### config.mk
export PLATFORM = sky130hd
export DESIGN_NAME = posit_result_fifo_flat
export DESIGN_NICKNAME = d
export VERILOG_FILES = /design/src/rtl/posit_result_fifo_if.sv /design/src/rtl/posit_result_fifo.sv /design/src/flat_wrapper.sv
export SDC_FILE = /design/constraint.sdc
export NUM_CORES = 1
export LEC_CHECK = 0
export BUFFER_PORTS_ARGS = -buffer_cell sky130_fd_sc_hd__buf_4
export CORE_MARGIN = 10
export CORE_UTILIZATION = 45
export DETAILED_ROUTE_END_ITERATION = 8
export PLACE_DENSITY = 0.72
export SETUP_SLACK_MARGIN = 0.4
export SYNTH_ARGS = -nofsm -noshare
export SYNTH_HDL_FRONTEND = slang
export SYNTH_SLANG_ARGS = --single-unit
### constraint.sdc
create_clock -name clk -period 6.4 [get_ports clk]
set_clock_uncertainty 0.1 [all_clocks]
set_input_delay 0.64 -clock clk [delete_from_list [all_inputs] [get_ports clk]]
set_output_delay 0.64 -clock clk [all_outputs]
set_load 0.03 [all_outputs]
### src/rtl/posit_result_fifo_if.sv
// Result handshake bundle between posit_mul, the result FIFO and its consumer.
// The slave modport is the FIFO side; the master modport is the producer/consumer side.
interface posit_result_fifo_if #(
    parameter int N = 36
) ();
    logic [N-1:0] in_data;
    logic         in_done;
    logic [N-1:0] out_data;
    logic         out_zero;
    logic         out_nar;
    logic         out_sign;
    logic         out_valid;
    logic         out_ready;

    modport slave (
        input  in_data, in_done, out_ready,
        output out_data, out_zero, out_nar, out_sign, out_valid
    );

    modport master (
        output in_data, in_done, out_ready,
        input  out_data, out_zero, out_nar, out_sign, out_valid
    );
endinterface

### src/rtl/posit_result_fifo.sv
// First-word-fall-through result buffer behind posit_mul, with per-entry zero/NaR/sign
// classification and saturating drop/NaR statistics.
module posit_result_fifo #(
    parameter int N     = 36,
    parameter int DEPTH = 8,
    parameter int CNT_W = 16
) (
    input  logic                     clk,
    input  logic                     rst,
    posit_result_fifo_if.slave       bus,
    output logic                     full,
    output logic                     empty,
    output logic [$clog2(DEPTH):0]   level,
    output logic [CNT_W-1:0]         drop_cnt,
    output logic [CNT_W-1:0]         nar_cnt,
    output logic                     overflow,
    input  logic                     clr_stats
);
    localparam int AW = $clog2(DEPTH);
    localparam int LW = AW + 1;
    localparam int EW = N + 3;

    // Entry layout: {zero, nar, sign, word}
    function automatic logic [EW-1:0] classify(input logic [N-1:0] d);
        logic z, n, s;
        z = ~|d;
        n = d[N-1] & ~|d[N-2:0];
        s = d[N-1] & ~n;
        return {z, n, s, d};
    endfunction

    function automatic logic [CNT_W-1:0] sat_inc(input logic [CNT_W-1:0] c);
        return (&c) ? c : c + CNT_W'(1);
    endfunction

    logic [EW-1:0]    r_mem [DEPTH];
    logic [AW-1:0]    r_wr_ptr;
    logic [AW-1:0]    r_rd_ptr;
    logic [LW-1:0]    r_level;
    logic [EW-1:0]    r_last;
    logic [CNT_W-1:0] r_drop_cnt;
    logic [CNT_W-1:0] r_nar_cnt;
    logic             r_overflow;

    logic             w_nonempty;
    logic             w_full;
    logic             w_rd;
    logic             w_wr;
    logic             w_drop;
    logic [EW-1:0]    w_entry;
    logic [EW-1:0]    w_head;
    logic [EW-1:0]    w_out;

    assign w_nonempty = (r_level != '0);
    assign w_full     = (r_level == LW'(DEPTH));
    assign w_rd       = w_nonempty & bus.out_ready;
    assign w_wr       = bus.in_done & (~w_full | w_rd);
    assign w_drop     = bus.in_done & ~w_wr;
    assign w_entry    = classify(bus.in_data);
    assign w_head     = r_mem[r_rd_ptr];
    // While empty the outputs replay the last word handed to the consumer
    assign w_out      = w_nonempty ? w_head : r_last;

    assign bus.out_data  = w_out[N-1:0];
    assign bus.out_sign  = w_out[N];
    assign bus.out_nar   = w_out[N+1];
    assign bus.out_zero  = w_out[N+2];
    assign bus.out_valid = w_nonempty;

    assign full     = w_full;
    assign empty    = ~w_nonempty;
    assign level    = r_level;
    assign drop_cnt = r_drop_cnt;
    assign nar_cnt  = r_nar_cnt;
    assign overflow = r_overflow;

    always_ff @(posedge clk) begin
        if (w_wr) r_mem[r_wr_ptr] <= w_entry;
    end

    always_ff @(posedge clk or posedge rst) begin
        if (rst) begin
            r_wr_ptr <= '0;
            r_rd_ptr <= '0;
            r_level  <= '0;
            r_last   <= '0;
        end else begin
            if (w_wr) r_wr_ptr <= r_wr_ptr + AW'(1);
            if (w_rd) begin
                r_rd_ptr <= r_rd_ptr + AW'(1);
                r_last   <= w_head;
            end
            case ({w_wr, w_rd})
                2'b10:   r_level <= r_level + LW'(1);
                2'b01:   r_level <= r_level - LW'(1);
                default: r_level <= r_level;
            endcase
        end
    end

    // A clear on the same edge as an event discards that event
    always_ff @(posedge clk or posedge rst) begin
        if (rst) begin
            r_drop_cnt <= '0;
            r_nar_cnt  <= '0;
            r_overflow <= 1'b0;
        end else if (clr_stats) begin
            r_drop_cnt <= '0;
            r_nar_cnt  <= '0;
            r_overflow <= 1'b0;
        end else begin
            if (w_drop) begin
                r_drop_cnt <= sat_inc(r_drop_cnt);
                r_overflow <= 1'b1;
            end
            if (w_wr && w_entry[N+1]) r_nar_cnt <= sat_inc(r_nar_cnt);
        end
    end
endmodule

### src/flat_wrapper.sv
// flat-port wrapper written by rule: the top's interface ports become plain ports
module posit_result_fifo_flat 
#(
    parameter int N     = 36,
    parameter int DEPTH = 8,
    parameter int CNT_W = 16
)
  (clk, rst, full, empty, level, drop_cnt, nar_cnt, overflow, clr_stats, bus_in_data, bus_in_done, bus_out_ready, bus_out_data, bus_out_zero, bus_out_nar, bus_out_sign, bus_out_valid);
  posit_result_fifo_if #(.N(N)) bus_i ();
  input  logic clk;
  input  logic rst;
  output logic full;
  output logic empty;
  output logic [$clog2(DEPTH):0] level;
  output logic [CNT_W-1:0] drop_cnt;
  output logic [CNT_W-1:0] nar_cnt;
  output logic overflow;
  input  logic clr_stats;
  input wire logic [$bits(bus_i.in_data)-1:0] bus_in_data;
  input wire logic [$bits(bus_i.in_done)-1:0] bus_in_done;
  input wire logic [$bits(bus_i.out_ready)-1:0] bus_out_ready;
  output wire logic [$bits(bus_i.out_data)-1:0] bus_out_data;
  output wire logic [$bits(bus_i.out_zero)-1:0] bus_out_zero;
  output wire logic [$bits(bus_i.out_nar)-1:0] bus_out_nar;
  output wire logic [$bits(bus_i.out_sign)-1:0] bus_out_sign;
  output wire logic [$bits(bus_i.out_valid)-1:0] bus_out_valid;
  assign bus_i.in_data = bus_in_data;
  assign bus_i.in_done = bus_in_done;
  assign bus_i.out_ready = bus_out_ready;
  assign bus_out_data = bus_i.out_data;
  assign bus_out_zero = bus_i.out_zero;
  assign bus_out_nar = bus_i.out_nar;
  assign bus_out_sign = bus_i.out_sign;
  assign bus_out_valid = bus_i.out_valid;
  posit_result_fifo #(.N(N), .DEPTH(DEPTH), .CNT_W(CNT_W)) u_core (.clk(clk), .rst(rst), .bus(bus_i), .full(full), .empty(empty), .level(level), .drop_cnt(drop_cnt), .nar_cnt(nar_cnt), .overflow(overflow), .clr_stats(clr_stats));
endmodule
; ---- Word-level counts from Yosys, hierarchy flattened
; Memory sizes are Yosys's and may differ from the RTL's.
; Cells that the tools add are included.
; W data, S select, Z words.
[word_totals]
register_bits = 82
n_memories = 1
word_cells = 54
ramBits = 312
[op_classes]
addsub = 6
n_reduce_logical = 13
mux = 12
eq_ne = 5
bitwise_logic = 10
[mem_list]
columns = name, depth, width, rd, rd_clocked_by_memory_dff, wr, line_no
row1 = u_core.r_mem, 8, 39, 1, 0, 1, posit_result_fifo.sv:36  ; logic [EW-1:0] r_mem [DEPTH];
[ops]
columns = cell, count
row1 = $mux W16, 6
row2 = $mux W39, 1
row3 = $reduce_or A36 Y1, 1
row4 = $reduce_or A35 Y1, 1
row5 = $add A16 B1 Y16 const B, 2
row6 = $reduce_and A16 Y1, 2
row7 = $pmux W4 S2, 1
row8 = $add A3 B1 Y3 const B, 2
row9 = $reduce_bool A2 Y1, 3
row10 = $and A1 B1 Y1, 5
row11 = $add A4 B1 Y4 const B, 1
row12 = $eq A4 B4 Y1 const B, 1
row13 = $mux W1, 4
row14 = $ne A2 B2 Y1 const B, 2
row15 = $not A1 Y1, 4
row16 = $reduce_and A2 Y1, 2
row17 = $reduce_bool A4 Y1, 1
row18 = $sub A4 B1 Y4 const B, 1
row19 = $eq A2 B1 Y1 const B, 1
row20 = $eq A2 B2 Y1 const B, 1
row21 = $logic_not A1 Y1, 2
row22 = $logic_and A1 B1 Y1, 1
row23 = $or A1 B1 Y1, 1

; ---- Logic depth before layout (Yosys ltp)
; Gate-level depths: netlist (run 1).
[depth]
ltp_word = 8
ltp_mapped = 9
depth_no_buf = 9

; ---- Worst setup path after synthesis (run 1)
; OpenSTA, ideal clock, no wires.
[synth_timing]
kind = input to register
startpoint = in bus_out_ready
endpoint = mem u_core.r_mem[0][0] (netlist name), enable pin
t_required_ps = 5767
stages = 3
path_slack_ps = 1019
setup_ps = 533
arrival_time_ps = 4749
cell_sequence = clkbuf_1 -> o21ai_4 -> nor4_1
[synth_via]
elab_chain_cells = 5
[synth_rtl]
columns = element, line_no
row1 = from (decl), flat_wrapper.sv:21  ; input wire logic [$bits(bus_i.out_ready)-1:0] bus_out_ready;
row2 = $and A1 B1 Y1, posit_result_fifo.sv:56  ; assign w_rd = w_nonempty & bus.out_ready;
row3 = $or A1 B1 Y1, posit_result_fifo.sv:57  ; assign w_wr = bus.in_done & (~w_full | w_rd);
row4 = $and A1 B1 Y1, posit_result_fifo.sv:57
row5 = $mux W1, posit_result_fifo.sv:78  ; if (w_wr) r_mem[r_wr_ptr] <= w_entry;
row6 = $mux W1 (implied by the code), posit_result_fifo.sv:78
row7 = to (decl), posit_result_fifo.sv:36
; No other way between the ends.

; ---- Worst setup path in the final report (run 1)
[layout_timing]
startpoint = reg u_core.r_rd_ptr[0]
endpoint = out bus_out_data[13]
[layout_via]
elab_chain_cells = 2
[layout_rtl]
columns = element, line_no
row1 = from (decl), posit_result_fifo.sv:38  ; logic [AW-1:0] r_rd_ptr;
row2 = from (signal assigned), posit_result_fifo.sv:90  ; r_rd_ptr <= r_rd_ptr + AW'(1);
row3 = $mem_v2 Z8 W39, n/a
row4 = $mux W39, posit_result_fifo.sv:62  ; assign w_out = w_nonempty ? w_head : r_last;
row5 = to (decl), flat_wrapper.sv:22  ; output wire logic [$bits(bus_i.out_data)-1:0] bus_out_data;
; No other way between the ends.

==> results of run 1 <==
[kinds of logic after synthesis]
logic type / after synthesis / share of synthesized area [%]
DFF: 394 / 72.0
and+or+nand+nor: 232 / 7.16
AOI/OAI and AO/OA: 111 / 3.69
muxes: 123 / 13.9
adders and majority gates: 7 / 0.599
buffers and inverters: 57 / 1.47
xor gates and xnor gates: 21 / 1.16
[state kept, by name, summed over array words and instances (netlist names)]
| register | cells |
|---|---|
| u_core.r_rd_ptr | 3 |
| u_core.r_wr_ptr | 3 |
| u_core.r_mem | 312 |
| u_core.overflow | 1 |
| u_core.drop_cnt | 16 |
| u_core.nar_cnt | 16 |
| u_core.level | 4 |
| u_core.r_last | 39 |
[through the flow]
stage	instances	power (uW)	util (%)
4_1_cts	1562	8720	53.8
3_3_place_gp	1486	6350	50.0
2_1_floorplan	945	5430	-
6_report	1565	8630	53.8
5_1_grt	1563	9030	53.8
3_5_place_dp	1486	6420	50.0
[worst max-delay path by stage]
stage	to	slack [ns]	cells after the start	startpoint
6_report	bus_out_data[13]	2.38	5	u_core.r_rd_ptr[0]
3_3_place_gp	bus_out_data[13]	2.87	5	u_core.r_rd_ptr[0]
3_5_place_dp	bus_out_data[13]	2.84	5	u_core.r_rd_ptr[0]
5_1_grt	bus_out_data[3]	2.11	5	u_core.r_rd_ptr[0]
2_1_floorplan	u_core.r_mem[0][0]	1.02	3	bus_out_ready
4_1_cts	bus_out_data[13]	2.26	5	u_core.r_rd_ptr[0]
[cells in the mapped netlist (10+ instances only)]
master / instances / area share, %
edfxtp_1: 312 / 59
dfrtp_1: 82 / 13
nor2_1: 80 / 1.9
mux4_2: 78 / 11
nand2_1: 62 / 1.5
a21oi_1: 54 / 1.7
o21ai_0: 49 / 1.5
mux2i_1: 42 / 2.6
clkbuf_1: 29 / 0.69
nand3_1: 19 / 0.60
xnor2_1: 16 / 0.88
nor3_1: 14 / 0.44
buf_2: 10 / 0.32
[routing by layer]
| metal | track usage (%) | part of all wire, % | up-vias |
|---|---|---|---|
| met5 | 0 | 0.057 | - |
| met2 | 24.7 | 48 | 330 |
| met3 | 3.56 | 7.2 | 46 |
| met1 | 22.2 | 44 | 4566 |
| met4 | 3.81 | 1.6 | 2 |
| li1 | - | - | 3921 |
[cell type report]
cell class	instances	area share [%]
sequential	394	61.4
antenna	3	0.0403
clock inverter	18	0.752
inverter	9	0.188
tap	455	3.06
multi-input combinational	494	22.9
timing repair buffer	134	5.40
clock buffer	58	6.29
[critical path: cells and delay by family (launching register included)]
kind	cells	cell delay (ns)
DFF	1	1.09
muxes	2	0.81
buffers and inverters	2	0.71
AOI/OAI and AO/OA	1	0.12
[power by group]
part | internal (uW) | switching [uW] | leakage (uW)
Clock | 1320 | 972 | 0.000644
Sequential | 3230 | 399 | 0.00389
Combinational | 1170 | 1540 | 0.00215
Total | 5720 | 2910 | 0.00669
==> summary.md, run 1 <==
| Metric | Value |
|---|---|
| IO Pins | 120 |
| Post-DR vias/cell | 5.66 |
| Critical path class | flip-flop to output port |
| Multi-input logic area | 4260 um2 |
| R2R Setup Slk | 3.40 ns |
| Vias | 8865 |
| Nets | 1122 |
| Max-Cap Viols | 0 |
| CTS tree | yes |
| Ys flop type | edfxtp_1 |
| Final WL | 34900 um |
| Outcome | complete, no violations |
| Final Instance Area | 18600 um2 |
| Reg area | 11400 um2 |
| Post-CTS sizing | 0 |
| Placed inst area | 17300 um2 |
| GRT overflow | 0 |
| CTS Buf Count | 41 |
| Slew Viols, Final | 0 |
| Library cells used by synthesis | 45 |
| Drt drc | 0 |
| #FFs+latches synth | 394 |
| Achievable frequency | 249 MHz |
| Worst r2r path cells | 9 |
| Avg Synthesized Cell Area | 16.8 um2 |
| Hold_buf cts | 0 |
| CTS Sinks | 394 |
| Drt wl/cell | 22.3 um |
| Max-slew headroom at the worst pin | 19.7% |
| Area grow syn2layout | 17.4% |
| Ys Warns | 0 |
| Die Wd | 208 um |
| Tmin final | 4.02 ns |
| Critical path arrival | 3.28 ns |
| Pre-antenna DRT Iters | 5 |
| Die area | 43200 um2 |
| Worst R2R Start | u_core.level[1] |
| Hold WS | 0.111 ns |
| Part of the cycle the worst path needs | 62.8% |
| Site Rows | 68 |
| Initial core utilization | 45.8% |
| Critical Path Slowest Stage Cell | dfrtp_4 |
| Synth Cell Area | 15900 um2 |
| FILL cells | 2710 |
| Worst hold path type | input pin to asynchronous set/reset pin |
| CTS Root Cell | clkbuf_16 |
| Final setup viols | 0 |
| Share of layout cells above drive strength 1 | 27.6% |
| CP Capture Type | output port |
| Final TNS setup | 0 ns |
| Worst Slack Setup Final | 2.38 ns |
| EDFF count, synth | 312 |
| CTS H-tree depth | 2 |
| Worst vdd ir | 0.000479 V |
| Core area | 34600 um2 |
| P per Cell Area | 463 nW/um2 |
| CP required | 5.66 ns |
| Worst Setup Start Kind | flip-flop |
| HPWL after DPL | 20400 um |
| IO Port Bufs | 119 |
| Cells along the critical path | buf_4 > mux4_2 > mux2i_1 > a21oi_1 > buf_4 |
| Commonest non-fill, non-tap cell in the layout | edfxtp_1 |
| Register area share after synthesis | 72.0% |
| Final Hold Fails | 0 |
| Leakage | 0.00669 uW |
| Unrepaired setup endpoints after global routing | no |
| Clk Latency, worst-skew pair | 0.55 ns |
| Post-Syn Nets | 993 |
| Die Span Y | 208 um |
| Synth async-reset ratio | 20.8% |
| Most frequent cells in the layout | edfxtp_1 (312), buf_4 (134), dfrtp_1 (79) |
| Post-Syn Instances | 945 |
| Tightest Pin Transition | 1.20 ns |
| Gpl congestion | 0.759 |
| Clk slew on worst S/H paths | 0.06 ns |
| DR iter-0 viols | 779 |
| RR Endpoint | u_core.level[3] |
| Initial antenna violation count | 4 |
| CP max stage delay | 1.09 ns |
| Pin count of the biggest net entering global routing | 84 |
| Maximum fanout along the worst path | 50 |
| Total GRT Usage | 15.8% |
| Vias in the first global route | 8978 |
| Worst slack after detailed placement | 2.84 ns |
| Antenna-violating nets left | 0 |
| CP dominant cell by count | buf_4 |
| Setup bufs post-CTS | 0 |
| First-pass GRT wire length | 53900 um |
| Bufs on Longest Clock Path | 3 |
No activity file was read; power rests on OpenSTA's default activity.
==> run 2, diff against run 1 <==
- PLACE_DENSITY: 0.72 -> 0.74
- clock period: 6.4 -> 3.45 ns (I/O delays scaled with it)
==> run 2 against run 1 <==
Net effect: cell count rose by 2.9%; via count rose by 1.1%; register-to-register slack got worse by 2.7 ns; total power rose by 88%; combinational power rose by 110%; flip-flop and latch count did not move; worst hold slack got worse by 0.055 ns; count of clock-buffer cells in the layout fell by 8; wire length fell by 1.5%; design area rose by 3.1%; die area did not move.
==> summary.md, run 2 (same netlist as run 1, synthesis figures left out) <==
| Metric | Value |
|---|---|
| Critical path arrival | 2.51 ns (was 3.28 ns) |
| Area grow syn2layout | 21.0% (was 17.4%) |
| Combinational share of power | 34.3% (was 31.3%) |
| CP required | 3.00 ns (was 5.66 ns) |
| IO Pins | 120 (unchanged) |
| Most frequent cells in the layout | edfxtp_1 (312), buf_4 (137), dfrtp_1 (79) (was edfxtp_1 (312), buf_4 (134), dfrtp_1 (79)) |
| Worst vdd ir | 0.000739 V (was 0.000479 V) |
| HPWL after DPL | 20500 um (was 20400 um) |
| Antenna-violating nets left | 0 (unchanged) |
| CTS Root Cell | clkbuf_16 (unchanged) |
| Pre-antenna DRT Iters | 4 (was 5) |
| Post-DR vias/cell | 5.56 (was 5.66) |
| CTS tree | yes (unchanged) |
| Pin count of the biggest net entering global routing | 83 (was 84) |
| Number of flip-flops in the largest register | 312 (unchanged) |
| Worst r2r path cells | 4 (was 9) |
| Placed inst area | 17400 um2 (was 17300 um2) |
| P per Cell Area | 845 nW/um2 (was 463 nW/um2) |
| Vias | 8963 (was 8865) |
| Drt drc | 0 (unchanged) |
| Die Span Y | 208 um (unchanged) |
| Core area | 34600 um2 (unchanged) |
| IO Port Bufs | 119 (unchanged) |
| Internal Power | 10800 uW (was 5720 uW) |
| Worst Setup Start Kind | flip-flop (unchanged) |
| CTS H-tree depth | 2 (unchanged) |
| Reg power frac | 39.6% (was 42.1%) |
| Most flops, register | u_core.r_mem (unchanged) |
| Pwr Total | 16200 uW (was 8630 uW) |
| Die Wd | 208 um (unchanged) |
| GRT overflow | 0 (unchanged) |
| Non-filler cells, final | 1611 (was 1565) |
| Clock network power share | 26.2% (was 26.6%) |
| Reg area | 11400 um2 (about the same) |
| Final Instance Area | 19200 um2 (was 18600 um2) |
| Bufs on Longest Clock Path | 3 (unchanged) |
| Die area | 43200 um2 (unchanged) |
| Clk slew on worst S/H paths | 0.06 ns (about the same) |
| CTS Sinks | 394 (unchanged) |
| Final Hold Fails | 0 (unchanged) |
| Min-Delay Path Depth | 3 |
| Met2 track demand over resource | 24.3% (was 24.7%) |
| Vias in the first global route | 9055 (was 8978) |
| Leakage | 0.00692 uW (was 0.00669 uW) |
| Maximum fanout along the worst path | 28 (was 50) |
| Gpl congestion | 0.780 (was 0.759) |
| Nets | 1170 (was 1122) |
| Drt wl/cell | 21.4 um (was 22.3 um) |
| Post-Place Cells | 1494 (was 1486) |
| Met3 Use GR | 3.93% (was 3.56%) |
| Clk Latency, worst-skew pair | 0.55 ns (about the same) |
| Outcome | complete, no violations (unchanged) |
| Share of layout cells above drive strength 1 | 28.1% (was 27.6%) |
| Commonest non-fill, non-tap cell in the layout | edfxtp_1 (unchanged) |
| CTS Buf Count | 41 (unchanged) |
| Max-Cap Viols | 0 (unchanged) |
| Registers with the most flip-flops | u_core.r_mem: 312 flops, u_core.r_last: 39 flops (unchanged) |
| Total GRT Usage | 15.4% (was 15.8%) |
| Final TNS setup | 0 ns (unchanged) |
| Slew Viols, Final | 0 (unchanged) |
| Critical path class | flip-flop to output port (unchanged) |
| Met1 Use GR | 21.0% (was 22.2%) |
| Util after Layout | 55.4% (was 53.8%) |
| Tightest Pin Transition | 1.10 ns (was 1.20 ns) |
| CP Capture Type | output port (unchanged) |
| Top Usage Layer GRT | met2 (unchanged) |
| Site Rows | 68 (unchanged) |
| FILL cells | 2633 (was 2710) |
| Achievable frequency | 339 MHz |
| Tmin final | 2.95 ns |
| Net Sw Power | 5460 uW (was 2910 uW) |
| Unrepaired setup endpoints after global routing | yes (was no) |
| Initial antenna violation count | 2 (was 4) |
| Final setup viols | 0 (unchanged) |
| Switching share of power | 33.7% (about the same) |
| DR iter-0 viols | 655 (was 779) |
| Part of the cycle the worst path needs | 85.6% |
| Worst hold path type | input pin to flip-flop (was input pin to asynchronous set/reset pin) |
| Multi-input logic area | 4300 um2 (was 4260 um2) |
| Max-slew headroom at the worst pin | 26.6% (was 19.7%) |
| First-pass GRT wire length | 53100 um (was 53900 um) |
| Initial core utilization | 45.8% (unchanged) |
| Final WL | 34400 um (was 34900 um) |
[run 2: cell count changes in the layout (fill, tap and decap cells not counted), moves of 3 or more]
cell / previous run / this run
dlygate4sd3_1: 0 / 37
clkbuf_1: 10 / 4
buf_6: 0 / 3
mux2i_1: 42 / 38
inv_6: 0 / 3
buf_4: 134 / 137
clkinv_1: 6 / 9
clkinvlp_4: 1 / 4
mux2i_2: 0 / 4
[run 2: per-layer routing]
metal  wire, um  vias to the layer above  share of wire [%]
met2      16600                      319                 48
met3       2570                       43                7.5
li1           -                     4017                  -
met4        428                        2                1.2
met1      14800                     4582                 43
met5         13                        -              0.038
[run 2: power by group through the flow]
stage                     Combinational [uW]  Sequential, uW  Clock, uW
after floorplan                         3710            6370          0
after global placement                  5380            6460          0
after detailed placement                5440            6520          0
after CTS                               5550            6400       4320
after global routing                    5970            6490       4530
final                                   5560            6420       4250
[run 2: repair_timing]
item | in CTS | in global routing
gates resized for setup | 1 | 9
cloned | 0 | 1
endpoints found under the hold margin | 321 | 0
setup endpoints to repair | 26 | 16
buffers inserted | 2 | 0
hold buffers | 37 | 0
[run 2: worst paths after layout]
path                                    start  slack [ns]                   to
hold reg to reg             u_core.r_last[21]        0.38    u_core.r_last[21]
max in group asynchronous                 rst        2.03    u_core.nar_cnt[3]
setup reg to reg              u_core.level[3]        0.73  u_core.r_mem[2][33]
setup / recovery           u_core.r_rd_ptr[0]        0.50     bus_out_data[35]
hold / removal                  bus_out_ready        0.06   u_core.r_rd_ptr[2]
min in group asynchronous                 rst        0.37    u_core.nar_cnt[0]
[run 2: area by class of cell]
cell class                      count  share of cell area (%)
Antenna cell                        1                  0.0130
Timing Repair Buffer              182                    8.09
Multi-Input combinational cell    494                    22.4
Sequential cell                   394                    59.5
Tap cell                          455                    2.97
Clock buffer                       50                    5.84
Inverter                            9                   0.182
Clock inverter                     26                    1.01
[run 2: stage by stage]
| step | setup slack [ns] | hold slack (ns) |
|---|---|---|
| global placement | 0.797 | 0.362 |
| finish | 0.498 | 0.0559 |
| detailed placement | 0.763 | 0.371 |
| CTS | 0.409 | 0.0427 |
| floorplan | -0.737 | 0.344 |
| global route | 0.392 | 0.0591 |
[run 2: worst max-delay path, stage by stage (launching register included)]
cell and delay, ns:
dfrtp_4 0.52, buf_16 0.26, mux4_2 0.54, mux2i_1 0.29, a21oi_1 0.13, buf_4 0.21
==> run 3, diff against run 2 <==
==> constraint.sdc (replaced) <==
create_clock -name clk -period 3.45 [get_ports clk]
set_clock_uncertainty 0.1 [all_clocks]
set_input_delay 0.1725 -clock clk [delete_from_list [all_inputs] [get_ports clk]]
set_output_delay 0.1725 -clock clk [all_outputs]
set_load 0.03 [all_outputs]
==> run 3 against run 2 <==
Net effect: global-route usage rose by 0.30 points; critical path depth is 1 lower; via count fell by 1.7%; total power about the same; die area stayed put; non-clock buffer count decreased by 1; worst hold slack gained 0.18 ns; combinational power fell by 1%; sequential power fell by 0.6%; first-iteration DRC count rose by 8.2%.
==> summary.md, run 3 (same netlist as run 1, synthesis figures left out) <==
| Metric | Value |
|---|---|
| Outcome | complete, no violations (unchanged) |
| CTS Root Cell | clkbuf_16 (unchanged) |
| Commonest non-fill, non-tap cell in the layout | edfxtp_1 (unchanged) |
| Worst vdd ir | 0.000592 V (was 0.000739 V) |
| Share of layout cells above drive strength 1 | 26.9% (was 28.1%) |
| Pin count of the biggest net entering global routing | 83 (unchanged) |
| CP dominant cell by count | buf_4 |
| Final Hold Fails | 0 (unchanged) |
| Clk slew on worst S/H paths | 0.06 ns (about the same) |
| CTS Sinks | 394 (unchanged) |
| Area grow syn2layout | 20.9% (was 21.0%) |
| Post-CTS sizing | 0 (was 1) |
| CTS Buf Count | 40 (was 41) |
| Gpl congestion | 0.778 (was 0.780) |
| Achievable frequency | 351 MHz (was 339 MHz) |
| Unrepaired setup endpoints after global routing | no (was yes) |
| Worst hold path type | input pin to asynchronous set/reset pin (was input pin to flip-flop) |
| Drt drc | 0 (unchanged) |
| Top delay family on crit path | buffers and inverters (was multiplexers) |
| Die Span Y | 208 um (unchanged) |
| Bufs on Longest Clock Path | 3 (unchanged) |
| Core area | 34600 um2 (unchanged) |
| DR iter-0 viols | 709 (was 655) |
| Vias in the first global route | 9032 (was 9055) |
| Die Wd | 208 um (unchanged) |
| First-pass GRT wire length | 53800 um (was 53100 um) |
| Clk Latency, worst-skew pair | 0.55 ns (about the same) |
| IO Pins | 120 (unchanged) |
| HPWL after DPL | 20200 um (was 20500 um) |
| CP required | 3.18 ns (was 3.00 ns) |
| Die area | 43200 um2 (unchanged) |
| CP max stage delay | 0.55 ns (was 0.54 ns) |
| Max-Cap Viols | 0 (unchanged) |
| Registers with the most flip-flops | u_core.r_mem: 312 flops, u_core.r_last: 39 flops (unchanged) |
| Site Rows | 68 (unchanged) |
| Drt wl/cell | 21.2 um (was 21.4 um) |
| CP Capture Type | output port (unchanged) |
| Critical path class | flip-flop to output port (unchanged) |
| Leakage | 0.00692 uW (about the same) |
| Final TNS setup | 0 ns (unchanged) |
| Post-DR vias/cell | 5.47 (was 5.56) |
| Util after Layout | 55.4% (about the same) |
| Critical path arrival | 2.58 ns (was 2.51 ns) |
| Worst Setup Start Kind | flip-flop (unchanged) |
| CTS tree | yes (unchanged) |
| Most flops, register | u_core.r_mem (unchanged) |
| Initial core utilization | 45.8% (unchanged) |
| Total GRT Usage | 15.7% (was 15.4%) |
| Most frequent cells in the layout | edfxtp_1 (312), buf_4 (135), dfrtp_1 (79) (was edfxtp_1 (312), buf_4 (137), dfrtp_1 (79)) |
| Nets | 1168 (was 1170) |
| Slew Viols, Final | 0 (unchanged) |
| Pre-antenna DRT Iters | 4 (unchanged) |
| GRT overflow | 0 (unchanged) |
| Pwr Total | 16200 uW (about the same) |
| Number of flip-flops in the largest register | 312 (unchanged) |
| Final WL | 34200 um (was 34400 um) |
| Vias | 8807 (was 8963) |
| Part of the cycle the worst path needs | 82.7% (was 85.6%) |
| Buf+Inv Stages, Crit Path | 2 (unchanged) |
| Cells along the critical path | or4_4 > buf_4 > a21oi_1 > buf_4 (was buf_16 > mux4_2 > mux2i_1 > a21oi_1 > buf_4) |
| IO Port Bufs | 119 (unchanged) |
| Maximum fanout along the worst path | 82 (was 28) |
| Critical Path Slowest Stage Cell | or4_4 (was mux4_2) |
| Antenna-violating nets left | 0 (unchanged) |
| Final setup viols | 0 (unchanged) |
| CTS H-tree depth | 2 (unchanged) |
| Initial antenna violation count | 4 (was 2) |
| Tightest Pin Transition | 0.852 ns (was 1.10 ns) |
| P per Cell Area | 845 nW/um2 (about the same) |
| Max-slew headroom at the worst pin | 43.2% (was 26.6%) |
| Tmin final | 2.85 ns (was 2.95 ns) |
-- run 3: stage by stage --
stage          std cells  instance area [um2]  hold slack, ns  worst slack (ns)
2_1_floorplan        945                15900           0.171            -0.737
3_3_place_gp        1490                17400           0.259             0.881
3_5_place_dp        1490                17400           0.267             0.849
4_1_cts             1607                19200           0.246             0.565
5_1_grt             1610                19200           0.306             0.483
6_report            1611                19200           0.232             0.598
-- run 3: tightest hold or removal path, cell delays in order --
cell,delay (ns)
dlygate4sd3_1,0.54
buf_4,0.13
clkinv_2,0.54
-- run 3: final timing paths --
kind	startpoint	endpoint	slack (ns)	cells past startpoint
worst max register to register	u_core.level[3]	u_core.r_mem[3][33]	0.98	5
worst min register to register	u_core.r_last[21]	u_core.r_last[21]	0.38	2
max in group asynchronous	rst	u_core.r_rd_ptr[0]	2.28	4
worst min-delay path	rst	u_core.nar_cnt[12]	0.23	3
min in group clk	bus_in_data[13]	u_core.r_mem[2][13]	0.31	2
worst max-delay path	u_core.level[1]	bus_out_zero	0.60	4
-- run 3: power by group --
| group | internal [uW] | total, uW | switching (uW) |
|---|---|---|---|
| Combinational | 2280 | 5490 | 3210 |
| Sequential | 6000 | 6380 | 379 |
| Clock | 2540 | 4340 | 1790 |
| Total | 10800 | 16200 | 5380 |
-- run 3: layer usage --
metal,routed length [um],GRT usage [%]
met1,14600,21.2
met3,2700,4.38
met2,16400,24.5
met5,0,0.688
met4,564,3.71
-- run 3: layout make-up --
cell class | instances | area, um2
antenna | 4 | 10.0
clock buffer | 58 | 1140
clock inverter | 16 | 185
fill | 2629 | 15400
inverter | 9 | 35.0
multi-input combinational | 494 | 4280
sequential | 394 | 11400
tap | 455 | 569
timing repair buffer | 181 | 1530
-- run 3: repair_timing --
| item | 4_1_cts | 5_1_grt |
|---|---|---|
| buffers inserted | 3 | 0 |
| endpoints found under the hold margin | 364 | 0 |
| setup endpoints to repair | 7 | 0 |
| hold buffers | 40 | 0 |
